File: src/rtl/multiword_addsub_seq_pkg.sv
// Shared encodings for the multi-word add/subtract controller.
package multiword_addsub_seq_pkg;

   localparam int NIBBLE_W = 4;

   localparam logic OP_ADD = 1'b0;
   localparam logic OP_SUB = 1'b1;

   typedef enum logic [1:0] {
      ST_IDLE = 2'd0,
      ST_RUN  = 2'd1,
      ST_DONE = 2'd2
   } state_e;

   // One nibble's worth of adder-subtracter output.
   typedef struct packed {
      logic                cout;
      logic [NIBBLE_W-1:0] s;
   } nib_res_t;

endpackage

File: src/rtl/multiword_addsub_seq_adder.sv
// 4-bit adder-subtracter: y is inverted by cin before the add, so
// cin=1 turns x + y + 1 into x - y (two's complement).
module Adder_subtracter_4Bit
   import multiword_addsub_seq_pkg::*;
(
   input  logic [NIBBLE_W-1:0] x_i,
   input  logic [NIBBLE_W-1:0] y_i,
   input  logic                cin_i,
   output logic [NIBBLE_W-1:0] s_o,
   output logic                cout_o
);

   logic [NIBBLE_W:0] sum;

   // Ripple sum of x, conditionally inverted y and carry-in.
   always_comb begin
      sum    = {1'b0, x_i} + {1'b0, y_i ^ {NIBBLE_W{cin_i}}} + {{NIBBLE_W{1'b0}}, cin_i};
      s_o    = sum[NIBBLE_W-1:0];
      cout_o = sum[NIBBLE_W];
   end

endmodule

File: src/rtl/multiword_addsub_seq.sv
// Sequential multi-word add/subtract: walks the operands one nibble per
// clock through a single 4-bit adder-subtracter, chaining the carry.
module multiword_addsub_seq
   import multiword_addsub_seq_pkg::*;
#(
   parameter int NIBBLES = 4,
   localparam int W      = NIBBLE_W * NIBBLES,
   localparam int KW     = $clog2(NIBBLES)
) (
   input  logic         clk_i,
   input  logic         rst_i,
   input  logic         start_i,
   input  logic         op_i,
   input  logic [W-1:0] a_i,
   input  logic [W-1:0] b_i,
   output logic         busy_o,
   output logic         done_o,
   output logic [W-1:0] result_o,
   output logic         carry_out_o,
   output logic         overflow_o
);

   state_e state_q, state_d;

   logic [NIBBLES-1:0][NIBBLE_W-1:0] a_q, a_d;
   logic [NIBBLES-1:0][NIBBLE_W-1:0] b_q, b_d;
   logic [NIBBLES-1:0][NIBBLE_W-1:0] result_q, result_d;
   logic                             op_q, op_d;
   logic [KW-1:0]                    k_q, k_d;
   logic                             c_q, c_d;
   logic                             cout_q, cout_d;
   logic                             ovf_q, ovf_d;

   logic [NIBBLE_W-1:0] a_nib, b_nib, y_nib;
   logic                last_nib;
   nib_res_t            add;

   // Nibble mux: select slice k of the latched operands.
   always_comb begin
      a_nib    = a_q[k_q];
      b_nib    = b_q[k_q];
      // The adder XORs y with cin again, so it effectively sees b ^ {op}.
      y_nib    = b_nib ^ {NIBBLE_W{op_q ^ c_q}};
      last_nib = (k_q == KW'(NIBBLES-1));
   end

   Adder_subtracter_4Bit u_addsub (
      .x_i    (a_nib),
      .y_i    (y_nib),
      .cin_i  (c_q),
      .s_o    (add.s),
      .cout_o (add.cout)
   );

   // FSM state register.
   always_ff @(posedge clk_i) begin
      if (rst_i) state_q <= ST_IDLE;
      else       state_q <= state_d;
   end

   // FSM next-state: DONE always falls back to IDLE.
   always_comb begin
      state_d = state_q;
      case (state_q)
         ST_IDLE: if (start_i) state_d = ST_RUN;
         ST_RUN:  if (last_nib) state_d = ST_DONE;
         ST_DONE: state_d = ST_IDLE;
         default: state_d = ST_IDLE;
      endcase
   end

   // FSM outputs.
   always_comb begin
      busy_o = (state_q == ST_RUN) || (state_q == ST_DONE);
      done_o = (state_q == ST_DONE);
   end

   // Datapath next-state: operands are latched only on an accepted start.
   always_comb begin
      a_d      = a_q;
      b_d      = b_q;
      op_d     = op_q;
      k_d      = k_q;
      c_d      = c_q;
      result_d = result_q;
      cout_d   = cout_q;
      ovf_d    = ovf_q;
      case (state_q)
         ST_IDLE: begin
            if (start_i) begin
               a_d  = a_i;
               b_d  = b_i;
               op_d = op_i;
               k_d  = '0;
               c_d  = op_i;
            end
         end
         ST_RUN: begin
            result_d[k_q] = add.s;
            c_d           = add.cout;
            if (last_nib) begin
               cout_d = add.cout;
               // Overflow: operands of equal effective sign, result sign differs.
               ovf_d  = (a_nib[NIBBLE_W-1] == (b_nib[NIBBLE_W-1] ^ op_q)) &&
                        (add.s[NIBBLE_W-1] != a_nib[NIBBLE_W-1]);
            end else begin
               k_d = k_q + KW'(1);
            end
         end
         default: ;
      endcase
   end

   // Datapath registers.
   always_ff @(posedge clk_i) begin
      if (rst_i) begin
         a_q      <= '0;
         b_q      <= '0;
         op_q     <= OP_ADD;
         k_q      <= '0;
         c_q      <= 1'b0;
         result_q <= '0;
         cout_q   <= 1'b0;
         ovf_q    <= 1'b0;
      end else begin
         a_q      <= a_d;
         b_q      <= b_d;
         op_q     <= op_d;
         k_q      <= k_d;
         c_q      <= c_d;
         result_q <= result_d;
         cout_q   <= cout_d;
         ovf_q    <= ovf_d;
      end
   end

   assign result_o    = result_q;
   assign carry_out_o = cout_q;
   assign overflow_o  = ovf_q;

endmodule
File: config.mk
export PLATFORM = sky130hd
export DESIGN_NAME = multiword_addsub_seq
export DESIGN_NICKNAME = d
export VERILOG_FILES = /design/src/rtl/multiword_addsub_seq_pkg.sv /design/src/rtl/multiword_addsub_seq_adder.sv /design/src/rtl/multiword_addsub_seq.sv
export SDC_FILE = /design/constraint.sdc
export NUM_CORES = 1
export LEC_CHECK = 0
export ABC_AREA = 1
export BUFFER_PORTS_ARGS = -buffer_cell sky130_fd_sc_hd__buf_2
export CORE_MARGIN = 4
export CORE_UTILIZATION = 54
export DETAILED_ROUTE_END_ITERATION = 10
export PLACE_DENSITY_LB_ADDON = 0.25
export SETUP_SLACK_MARGIN = 0.2
export SLEW_MARGIN = 25
export SYNTH_ARGS = -nofsm -noshare
export SYNTH_HDL_FRONTEND = slang
export SYNTH_SLANG_ARGS = --single-unit
File: constraint.sdc
create_clock -name clk_i -period 2.4 [get_ports clk_i]
set_input_delay 0.12 -clock clk_i [delete_from_list [all_inputs] [get_ports clk_i]]
set_output_delay 0.12 -clock clk_i [all_outputs]
set_load 0.005 [all_outputs]
==> results_dict.tcl, run 1 <==
set metrics [dict create \
    crit_required_ns 2.62 \
    cpMaxStageDelayCell "sky130_fd_sc_hd__dfxtp_4" \
    grt_start_max_net_pins 47 \
    synth_top_cells_by_area "sky130_fd_sc_hd__dfxtp_1, sky130_fd_sc_hd__nor2_1, sky130_fd_sc_hd__o21ai_0" \
    p_per_area_mw_per_mm2 731.0 \
    final-hold-violation-count 0 \
    synth-warning-count 0 \
    yosys_most_used_dff "sky130_fd_sc_hd__dfxtp_1" \
    max_slew.worst_pin.slew_ns 0.4537 \
    ys_types 29 \
    p_clk_share_pct 23.7 \
    initialDrtViolationCount 109 \
    crit_path_cell_trace "buf_6, o21ai_0, o22ai_1, xor2_1, inv_1, ha_4, a21oi_2, nand3_1, nand3_1, nand3_2, nand2_2, inv_1" \
    mappedNetlistNets 399 \
    timing.critical_path.from_type "flip-flop" \
    dr_total_vias 2378 \
    worst-endpoint-arrival_ns 2.37 \
    ys_async_sr_fraction_pct 0 \
    grt_first_pass_wirelength_um 9252 \
    setup-violations-final 0 \
    drv_cap 0 \
    h_tree_levels 2 \
    peak_vdd_ir_uv 324.9 \
    static_leakage_uw 0.001493 \
    floorplan.die.width_um 77.27 \
    fp.dieArea_mm2 0.005971 \
    tritoncts_clock_tree "built" \
    final_cells 462 \
    ctsRootBufferMaster "sky130_fd_sc_hd__clkbuf_8" \
    hp-class "in -> reg" \
    cell_internal_pwr_uw 1513 \
    cp-end-kind "flip-flop" \
    antenna_cells 0 \
    antenna_found_initial 0 \
    unrepaired_setup_endpoints_after_global_routing "false" \
    maxSlewViolCount 0 \
    power.switching_uw 740.3 \
    worstPathMaxFanout 6 \
    placeableCoreArea_mm2 0.004504 \
    insertion_delay_ns 0.31 \
    finClkSkew_ns 0.007228 \
    cts-root-to-sink-buffers 2 \
    wire_per_inst_um 12.53 \
    maxClockFrequency_mhz 464.7 \
    final_design_area_no_fill_mm2 0.003083 \
    p_sw_share_pct 32.85 \
    timing.max_slew.rel_slack_pct 69.54 \
    post_synthesis_cell_count 352 \
    critical_path.max_stage_delay_ns 0.42 \
    power_uw 2254 \
    drt-total-wl_um 5791 \
    die_height_um 77.27 \
    global_placer_s_final_weighted_congestion 0.7889 \
    mean_number_of_vias_per_cell 5.147 \
    num-nets-final 456 \
    outcome "finished clean" \
    synth_top_area_share_pct 43.26 \
    final_period_minus_worst_setup_slack_ns 2.152 \
    critPathKind "reg -> reg" \
    final_layout_size_suffix_gt1_share_pct 24.15 \
    post_synthesis_register_bit_count 56 \
    synth_sequential_area_ratio_pct 43.26 \
    floorplan.initialDensity_pct 57.53 \
    postLayoutCoreUtil_pct 68.44 \
    period_utilization_pct 89.66 \
    num_rows 24 \
    ys_top_cells_by_count "sky130_fd_sc_hd__nor2_1, sky130_fd_sc_hd__o21ai_0, sky130_fd_sc_hd__dfxtp_1, sky130_fd_sc_hd__nand2_1, sky130_fd_sc_hd__inv_1" \
    drc 0 \
    seq_power_share_pct 46.7 \
    dpl.hpwl_um 4104 \
    placedCellCount 450 \
    worst_setup_hold_path_clk_slew_ns 0.10 \
    area_growth_syn_to_layout_pct 18.98 \
    cts_made_buffers 5 \
    synth.most_common_cell "sky130_fd_sc_hd__nor2_1" \
    first_pass_iters 4 \
    synthesis.area_per_instance_um2 7.361 \
    cpLargestDelayFamily "compound AO/OA/AOI/OAI gates" \
    place.port_buffers 55 \
    grt_use_total_pct 18.85 \
    number_of_synthesized_flops_with_an_enable_pin 0 \
    top_level_ports 56 \
    grt_pass1_vias 2105 \
    gr-total-overflow 0 \
    placed_cell_area_mm2 0.002899 \
    syn_area_mm2 0.002591 \
    tritoncts_num_sinks 56 \
    totalNegativeSetupSlack_ns 0 \
    path_buf_inv 3 \
    combPwrFrac_pct 29.6 \
    synth_top_cell_by_area "sky130_fd_sc_hd__dfxtp_1" \
    antenna_left 0 \
]
[routing by layer]
metal | up-vias | GRT usage [%] | part of all wire, %
li1 | 1252 | - | -
met5 | - | 0 | 0
met1 | 1063 | 22.85 | 45
met3 | 7 | 4.450 | 4.7
met4 | 0 | 6.228 | 1.2
met2 | 56 | 32.64 | 50
[cell usage in the layout, fill, tap and decap left out]
cell type / count
sky130_fd_sc_hd__xor2_1: 2
sky130_fd_sc_hd__inv_1: 22
sky130_fd_sc_hd__xnor2_2: 1
sky130_fd_sc_hd__a21oi_1: 14
sky130_fd_sc_hd__nand2_2: 8
sky130_fd_sc_hd__buf_6: 1
sky130_fd_sc_hd__and2_1: 1
sky130_fd_sc_hd__a211oi_1: 2
sky130_fd_sc_hd__xor2_2: 1
sky130_fd_sc_hd__buf_2: 55
sky130_fd_sc_hd__ha_1: 9
sky130_fd_sc_hd__ha_4: 1
sky130_fd_sc_hd__inv_6: 1
sky130_fd_sc_hd__o21ai_0: 57
sky130_fd_sc_hd__nor2_1: 97
sky130_fd_sc_hd__clkbuf_1: 1
sky130_fd_sc_hd__nand2_1: 30
sky130_fd_sc_hd__clkinvlp_4: 1
sky130_fd_sc_hd__dfxtp_1: 54
sky130_fd_sc_hd__a31oi_1: 1
sky130_fd_sc_hd__xnor2_1: 1
sky130_fd_sc_hd__dfxtp_4: 2
sky130_fd_sc_hd__clkinv_1: 1
sky130_fd_sc_hd__o22ai_1: 5
sky130_fd_sc_hd__o21bai_1: 1
sky130_fd_sc_hd__fa_2: 1
sky130_fd_sc_hd__nand3_2: 6
sky130_fd_sc_hd__nand3_1: 8
sky130_fd_sc_hd__inv_8: 1
sky130_fd_sc_hd__nand2_4: 1
sky130_fd_sc_hd__o21ai_1: 5
sky130_fd_sc_hd__and2_4: 1
sky130_fd_sc_hd__clkbuf_8: 6
sky130_fd_sc_hd__a21oi_2: 1
sky130_fd_sc_hd__or2_2: 1
sky130_fd_sc_hd__buf_4: 10
[sequential cells by signal, summed over array words and instances (netlist names)]
signal	count
a_q	16
b_q	16
result_o	16
k_q	2
state_q	2
c_q	1
carry_out_o	1
op_q	1
overflow_o	1
[final timing paths]
| path | endpoint | cells after the start | slack, ns | startpoint |
|---|---|---|---|---|
| max | overflow_o | 12 | 0.25 | k_q[0] |
| min | b_q[4] | 3 | 0.06 | b_i[4] |
| max reg2reg | overflow_o | 12 | 0.25 | k_q[0] |
| min reg2reg | result_o[5] | 2 | 0.49 | result_o[5] |
[tightest hold or removal path, stage by stage]
cell and delay (ns):
sky130_fd_sc_hd__buf_2 0.07, sky130_fd_sc_hd__o21ai_0 0.07, sky130_fd_sc_hd__nor2_1 0.07
[power by group through the flow]
stage | Sequential, uW | Combinational (uW) | Clock, uW
2_1_floorplan | 1050 | 440 | 0
3_3_place_gp | 1070 | 548 | 0
3_5_place_dp | 1070 | 571 | 0
4_1_cts | 1050 | 580 | 544
5_1_grt | 1060 | 744 | 586
6_report | 1050 | 667 | 534
[layout make-up]
type	instances	area, um2
Multi-Input combinational cell	255	1328
Inverter	25	106.4
Tap cell	52	65.06
Timing Repair Buffer	66	361.6
Clock buffer	7	86.33
Clock inverter	1	7.507
Sequential cell	56	1129
Fill cell	398	1421
[per-stage QoR]
| stage | hold WS, ns | setup slack [ns] |
|---|---|---|
| after floorplan | 0.2814 | 0.2499 |
| after global placement | 0.3666 | 0.1141 |
| after detailed placement | 0.3770 | 0.009711 |
| after CTS | 0.05050 | 0.2306 |
| after global routing | 0.05863 | 0.1603 |
| final | 0.05636 | 0.2482 |
[kinds of logic (layout without fill, tap and decap cells)]
group	Yosys count	count (layout)	share of synthesized area, %
simple gates	153	153	24.67
compound gates	86	86	17.19
flops	56	56	43.26
buf+inv	41	99	7.291
fa+ha+maj	11	11	5.601
xor+xnor	5	5	1.980
[what timing repair did]
action / in CTS / in global routing
pin swaps: 0 / 7
resized for setup: 4 / 14
setup buffers: 0 / 4
hold buffers: 0 / 0
endpoints found under the setup margin: 14 / 11
Power figures use the tool's default switching activity.
==> run 2: changes to the inputs <==
Settings changed: CORE_UTILIZATION 54 to 56, CTS_BUF_LIST set to sky130_fd_sc_hd__clkbuf_4 sky130_fd_sc_hd__clkbuf_8.
==> run 2 against run 1 <==
  * Critical path depth shrank 1
  * Worst setup slack gained 0.075 ns
  * Clock power grew 0.9%
  * Highest routed layer unchanged
  * Via count shrank 0.17%
  * Cell count shrank 0.65%
  * First-iteration DRC count shrank 0.92%
  * Sequential power is essentially flat
  * Clock-buffer cell count is the same
  * Worst hold slack lost 0.0054 ns
  * Global-route usage grew 0.71 points
  * Clock skew grew 0.0021 ns
  * Non-clock buffer count shrank 2
==> results_dict.tcl, run 2 (synthesized netlist as in run 1, its figures left out) <==
set metrics [dict create \
    tritoncts_clock_tree "built" \
    post-route-worst-setup-slack_ns 0.3230 \
    final-hold-violation-count 0 \
    tritoncts_num_sinks 56 \
    num-nets-final 454 \
    ctsRootBufferMaster "sky130_fd_sc_hd__clkbuf_8" \
    hp-class "in -> reg" \
    crit_path_cell_trace "buf_4, nand2_1, nand3_1, nand2_1, nand3_1, and2_1, fa_2, a21oi_1, o21bai_1, o21ai_0, inv_1" \
    wire_per_inst_um 12.05 \
    cts-root-to-sink-buffers 2 \
    drv_cap 0 \
    grt_use_total_pct 19.56 \
    timing.max_slew.rel_slack_pct 75.39 \
    p_sw_share_pct 31.32 \
    mean_number_of_vias_per_cell 5.172 \
    first_pass_iters 4 \
    static_leakage_uw 0.001481 \
    h_tree_levels 2 \
    drc 0 \
    power.switching_uw 691.5 \
    dr_total_vias 2374 \
    placeableCoreArea_mm2 0.004414 \
    path_buf_inv 2 \
    cts_made_buffers 5 \
    maxClockFrequency_mhz 481.5 \
    antenna_found_initial 0 \
    maxSlewViolCount 0 \
    timing.rr.start "k_q[0]" \
    cp-end-kind "flip-flop" \
    p_clk_share_pct 24.4 \
    top_level_ports 56 \
    max_slew.worst_pin.slew_ns 0.3665 \
    seq_power_share_pct 47.6 \
    dpl.hpwl_um 4111 \
    worst_setup_hold_path_clk_slew_ns 0.09 \
    ff2ff_setup_slack_ns 0.32 \
    critical_path.max_stage_delay_ns 0.42 \
    maxUsedRoutingLayer "met4" \
    critical_path.startpoint "k_q[0]" \
    dpl_worst_slack_ns 0.09272 \
    final_period_minus_worst_setup_slack_ns 2.077 \
    finClkSkew_ns 0.009354 \
    cell_internal_pwr_uw 1517 \
    peak_vdd_ir_uv 424.7 \
    timing.reg2reg.worst_path_depth 11 \
    crit_required_ns 2.61 \
    final_layout_size_suffix_gt1_share_pct 22.60 \
    combPwrFrac_pct 28.0 \
    fp.dieArea_mm2 0.005780 \
    placedCellCount 451 \
    antenna_left 0 \
    worst_reg2reg_endpoint "carry_out_o" \
    initialDrtViolationCount 108 \
    floorplan.initialDensity_pct 58.70 \
    unrepaired_setup_endpoints_after_global_routing "true" \
    drt-total-wl_um 5532 \
    hold_path_end "b_q[3]" \
    route.layer.met1.wl_um 2441 \
    timing.critical_path.from_type "flip-flop" \
    routed-wl-met3_um 299 \
    totalNegativeSetupSlack_ns 0 \
    antenna_cells 0 \
    final_cells 459 \
    global_placer_s_final_weighted_congestion 0.8473 \
    gr-total-overflow 0 \
    area_growth_syn_to_layout_pct 17.58 \
    met2_wirelength_um 2727 \
    die_height_um 76.03 \
    worstPathMaxFanout 9 \
    mostFrequentLayoutCell "sky130_fd_sc_hd__nor2_1" \
    worstHoldStart "b_i[3]" \
    critPathKind "reg -> reg" \
    grt_first_pass_wirelength_um 9673 \
    p_per_area_mw_per_mm2 724.7 \
    cpMaxStageDelayCell "sky130_fd_sc_hd__fa_2" \
    most-common-layout-cells "sky130_fd_sc_hd__nor2_1, sky130_fd_sc_hd__o21ai_0, sky130_fd_sc_hd__buf_2, sky130_fd_sc_hd__dfxtp_1, sky130_fd_sc_hd__nand2_1" \
    grt_start_max_net_pins 47 \
    num_rows 24 \
    floorplan.die.width_um 76.03 \
    period_utilization_pct 86.54 \
    worst-endpoint-arrival_ns 2.29 \
    cpLargestDelayFamily "simple AND/OR/NAND/NOR gates" \
    setup-violations-final 0 \
    insertion_delay_ns 0.31 \
    min_delay_path_depth 3 \
    place.port_buffers 55 \
    outcome "finished clean" \
    grt_pass1_vias 2262 \
]
-- run 2: cell count changes in the layout (fill, tap and decap cells not counted), sizes merged --
cell | previous run | this run
buf | 66 | 64
clkinvlp | 1 | 0
-- run 2: metal layers --
layer / vias up / global-route usage, %
met5: - / 0
met4: 0 / 5.516
met3: 7 / 4.374
met2: 55 / 33.48
met1: 1067 / 24.50
li1: 1245 / -
-- run 2: worst min-delay path: cells and delay by family --
family	cells	cell delay [ns]
compound gates	1	0.07
buf+inv	1	0.07
simple gates	1	0.07
-- run 2: worst max-delay path by stage --
stage / end / slack, ns / cells past startpoint
detailed placement: carry_out_o / 0.09 / 11
global placement: carry_out_o / 0.19 / 11
CTS: carry_out_o / 0.24 / 11
floorplan: overflow_o / 0.25 / 14
global route: carry_out_o / 0.17 / 11
finish: carry_out_o / 0.32 / 11
-- run 2: stage by stage --
stage	util [%]	instance area (um2)	hold WS, ns	power [uW]
6_report	69.02	3047	0.05092	2208
5_1_grt	69.02	3047	0.06745	2351
4_1_cts	68.08	3005	0.04904	2174
3_5_place_dp	65.84	2907	0.3737	1643
3_3_place_gp	65.84	2907	0.3662	1617
2_1_floorplan	-	2591	0.2814	1495
-- run 2: cell type report --
cell class / instances / area, um2
Inverter: 25 / 106.4
Multi-Input combinational cell: 255 / 1308
Sequential cell: 56 / 1129
Timing Repair Buffer: 64 / 342.8
Clock buffer: 7 / 96.34
Tap cell: 52 / 65.06
Fill cell: 398 / 1368
-- run 2: repair_timing --
action	4_1_cts	5_1_grt
resized for setup	2	8
pin swaps	0	1
hold buffers	0	0
buffers inserted	0	1
endpoints found under the setup margin	12	12
-- run 2: power groups by stage --
stage	clock, uW	combinational (uW)	sequential, uW
6_report	539	618	1050
5_1_grt	583	707	1060
4_1_cts	549	574	1050
3_5_place_dp	0	571	1070
3_3_place_gp	0	548	1070
2_1_floorplan	0	440	1050
==> run 3: changes to the inputs <==
Settings changed: MAX_ROUTING_LAYER set to met4, SKIP_LAST_GASP set to 1.
==> run 3 against run 2 <==
  * Power decreased by 0.13%
  * Sequential cell count unchanged
  * Cell count unchanged
  * Utilization unchanged
  * Critical path depth unchanged
  * Worst setup slack got worse by 0.0030 ns
  * Clock skew about the same
  * Die area unchanged
==> results_dict.tcl, run 3 (synthesized netlist as in run 1, its figures left out) <==
set metrics [dict create \
    post_cts_hold_buffer_count 0 \
    grt_start_max_net_pins 47 \
    cp-end-kind "flip-flop" \
    placeableCoreArea_mm2 0.004414 \
    cell_internal_pwr_uw 1516 \
    placedCellCount 451 \
    combPwrFrac_pct 28.0 \
    grt.met3_usage_pct 4.374 \
    die_height_um 76.03 \
    hp-class "in -> reg" \
    min_delay_path_depth 3 \
    wire_per_inst_um 12.04 \
    maxClockFrequency_mhz 480.8 \
    mostFrequentLayoutCell "sky130_fd_sc_hd__nor2_1" \
    worst_setup_hold_path_clk_slew_ns 0.09 \
    final-hold-violation-count 0 \
    cpLargestDelayFamily "simple AND/OR/NAND/NOR gates" \
    cts_made_buffers 5 \
    ctsRootBufferMaster "sky130_fd_sc_hd__clkbuf_8" \
    fp.dieArea_mm2 0.005780 \
    critPathKind "reg -> reg" \
    power.switching_uw 688.8 \
    tritoncts_clock_tree "built" \
    max_slew.worst_pin.slew_ns 0.3676 \
    dpl.hpwl_um 4111 \
    antenna_left 0 \
    p_clk_share_pct 24.3 \
    static_leakage_uw 0.001481 \
    setup-violations-final 0 \
    top_level_ports 56 \
    most-common-layout-cells "sky130_fd_sc_hd__nor2_1, sky130_fd_sc_hd__o21ai_0, sky130_fd_sc_hd__buf_2, sky130_fd_sc_hd__dfxtp_1, sky130_fd_sc_hd__nand2_1" \
    grt_pass1_vias 2262 \
    dr_total_vias 2364 \
    num-nets-final 454 \
    final_design_area_no_fill_mm2 0.003047 \
    outcome "finished clean" \
    floorplan.die.width_um 76.03 \
    drt-total-wl_um 5525 \
    final_cells 459 \
    final_layout_size_suffix_gt1_share_pct 22.60 \
    hold_slack_ns 0.05282 \
    place.port_buffers 55 \
    peak_vdd_ir_uv 425.2 \
    cpMaxStageDelayCell "sky130_fd_sc_hd__fa_2" \
    mean_number_of_vias_per_cell 5.150 \
    placed_cell_area_mm2 0.002907 \
    critical_path.max_stage_delay_ns 0.42 \
    power_uw 2205 \
    use_met1_pct 24.65 \
    p_sw_share_pct 31.23 \
    cp_num_cells 11 \
    gr-total-overflow 0 \
    path_buf_inv 2 \
    totalNegativeSetupSlack_ns 0 \
    crit_required_ns 2.61 \
    global_placer_s_final_weighted_congestion 0.8606 \
    nFillCells 398 \
    timing.critical_path.from_type "flip-flop" \
    p_per_area_mw_per_mm2 723.8 \
    antenna_found_initial 0 \
    num_rows 24 \
    timing.reg2reg.worst_path_depth 11 \
    worst-endpoint-arrival_ns 2.29 \
    worstPathMaxFanout 9 \
    seq_power_share_pct 47.6 \
    h_tree_levels 2 \
    initialDrtViolationCount 116 \
    multi_input_combinational_cell_area_mm2 0.001308 \
    unrepaired_setup_endpoints_after_global_routing "true" \
    maxSlewViolCount 0 \
    antenna_cells 0 \
    area_growth_syn_to_layout_pct 17.58 \
    timing.max_slew.rel_slack_pct 75.32 \
    period_utilization_pct 86.66 \
    top_usage_layer "met2" \
    cts-root-to-sink-buffers 2 \
    first_pass_iters 4 \
    grt_use_total_pct 20.14 \
    drv_cap 0 \
    crit_path_cell_trace "buf_4, nand2_1, nand3_1, nand2_1, nand3_1, and2_1, fa_2, a21oi_1, o21bai_1, o21ai_0, inv_1" \
    grt_first_pass_wirelength_um 9687 \
    floorplan.initialDensity_pct 58.70 \
    final_period_minus_worst_setup_slack_ns 2.080 \
    global_route.usage.met2_pct 33.39 \
    regArea_mm2 0.001129 \
    finClkSkew_ns 0.009364 \
    insertion_delay_ns 0.31 \
    drc 0 \
    tritoncts_num_sinks 56 \
]
==> run 3: cell counts in the layout (fill, tap and decap cells not counted) <==
Identical to the previous run, type by type.
==> run 3: final cells by class <==
cell class,count,area share [%]
Tap cell,52,2.136
Clock buffer,7,3.162
Inverter,25,3.491
Sequential cell,56,37.04
Multi-Input combinational cell,255,42.92
Timing Repair Buffer,64,11.25
==> run 3: final timing paths <==
path / startpoint / end / slack [ns]
worst max-delay path: k_q[0] / carry_out_o / 0.32
worst min-delay path: b_i[3] / b_q[3] / 0.05
worst max register to register: k_q[0] / carry_out_o / 0.32
worst min register to register: result_o[1] / result_o[1] / 0.48
==> run 3: timing repair <==
item / in CTS / in global routing
resized for setup: 2 / 8
setup endpoints to repair: 12 / 12
pin swaps: 0 / 1
buffers inserted: 0 / 1
==> run 3: through the flow <==
step                      worst slack, ns  util [%]
after floorplan                    0.2499         -
after detailed placement          0.09272     65.84
after global placement             0.1948     65.84
after global routing               0.1704     69.02
after CTS                          0.2433     68.08
final                              0.3200     69.02
==> run 3: power by group through the flow <==
stage	sequential, uW	combinational, uW	clock [uW]
detailed placement	1070	571	0
global placement	1070	548	0
global route	1060	707	583
CTS	1050	574	549
finish	1050	618	537
floorplan	1050	440	0
==> run 3: worst register-to-register path, stage by stage, from the launching register on <==
cell                       delay (ns)
sky130_fd_sc_hd__dfxtp_4         0.40
sky130_fd_sc_hd__buf_4           0.16
sky130_fd_sc_hd__nand2_1         0.06
sky130_fd_sc_hd__nand3_1         0.07
sky130_fd_sc_hd__nand2_1         0.11
sky130_fd_sc_hd__nand3_1         0.12
sky130_fd_sc_hd__and2_1          0.20
sky130_fd_sc_hd__fa_2            0.42
sky130_fd_sc_hd__a21oi_1         0.15
sky130_fd_sc_hd__o21bai_1        0.10
sky130_fd_sc_hd__o21ai_0         0.16
sky130_fd_sc_hd__inv_1           0.05
==> run 3: layer usage <==
| layer | routed length, um | vias to the layer above |
|---|---|---|
| li1 | - | 1246 |
| met1 | 2515 | 1063 |
| met2 | 2692 | 48 |
| met3 | 256 | 7 |
| met4 | 61 | 0 |
| met5 | 0 | - |
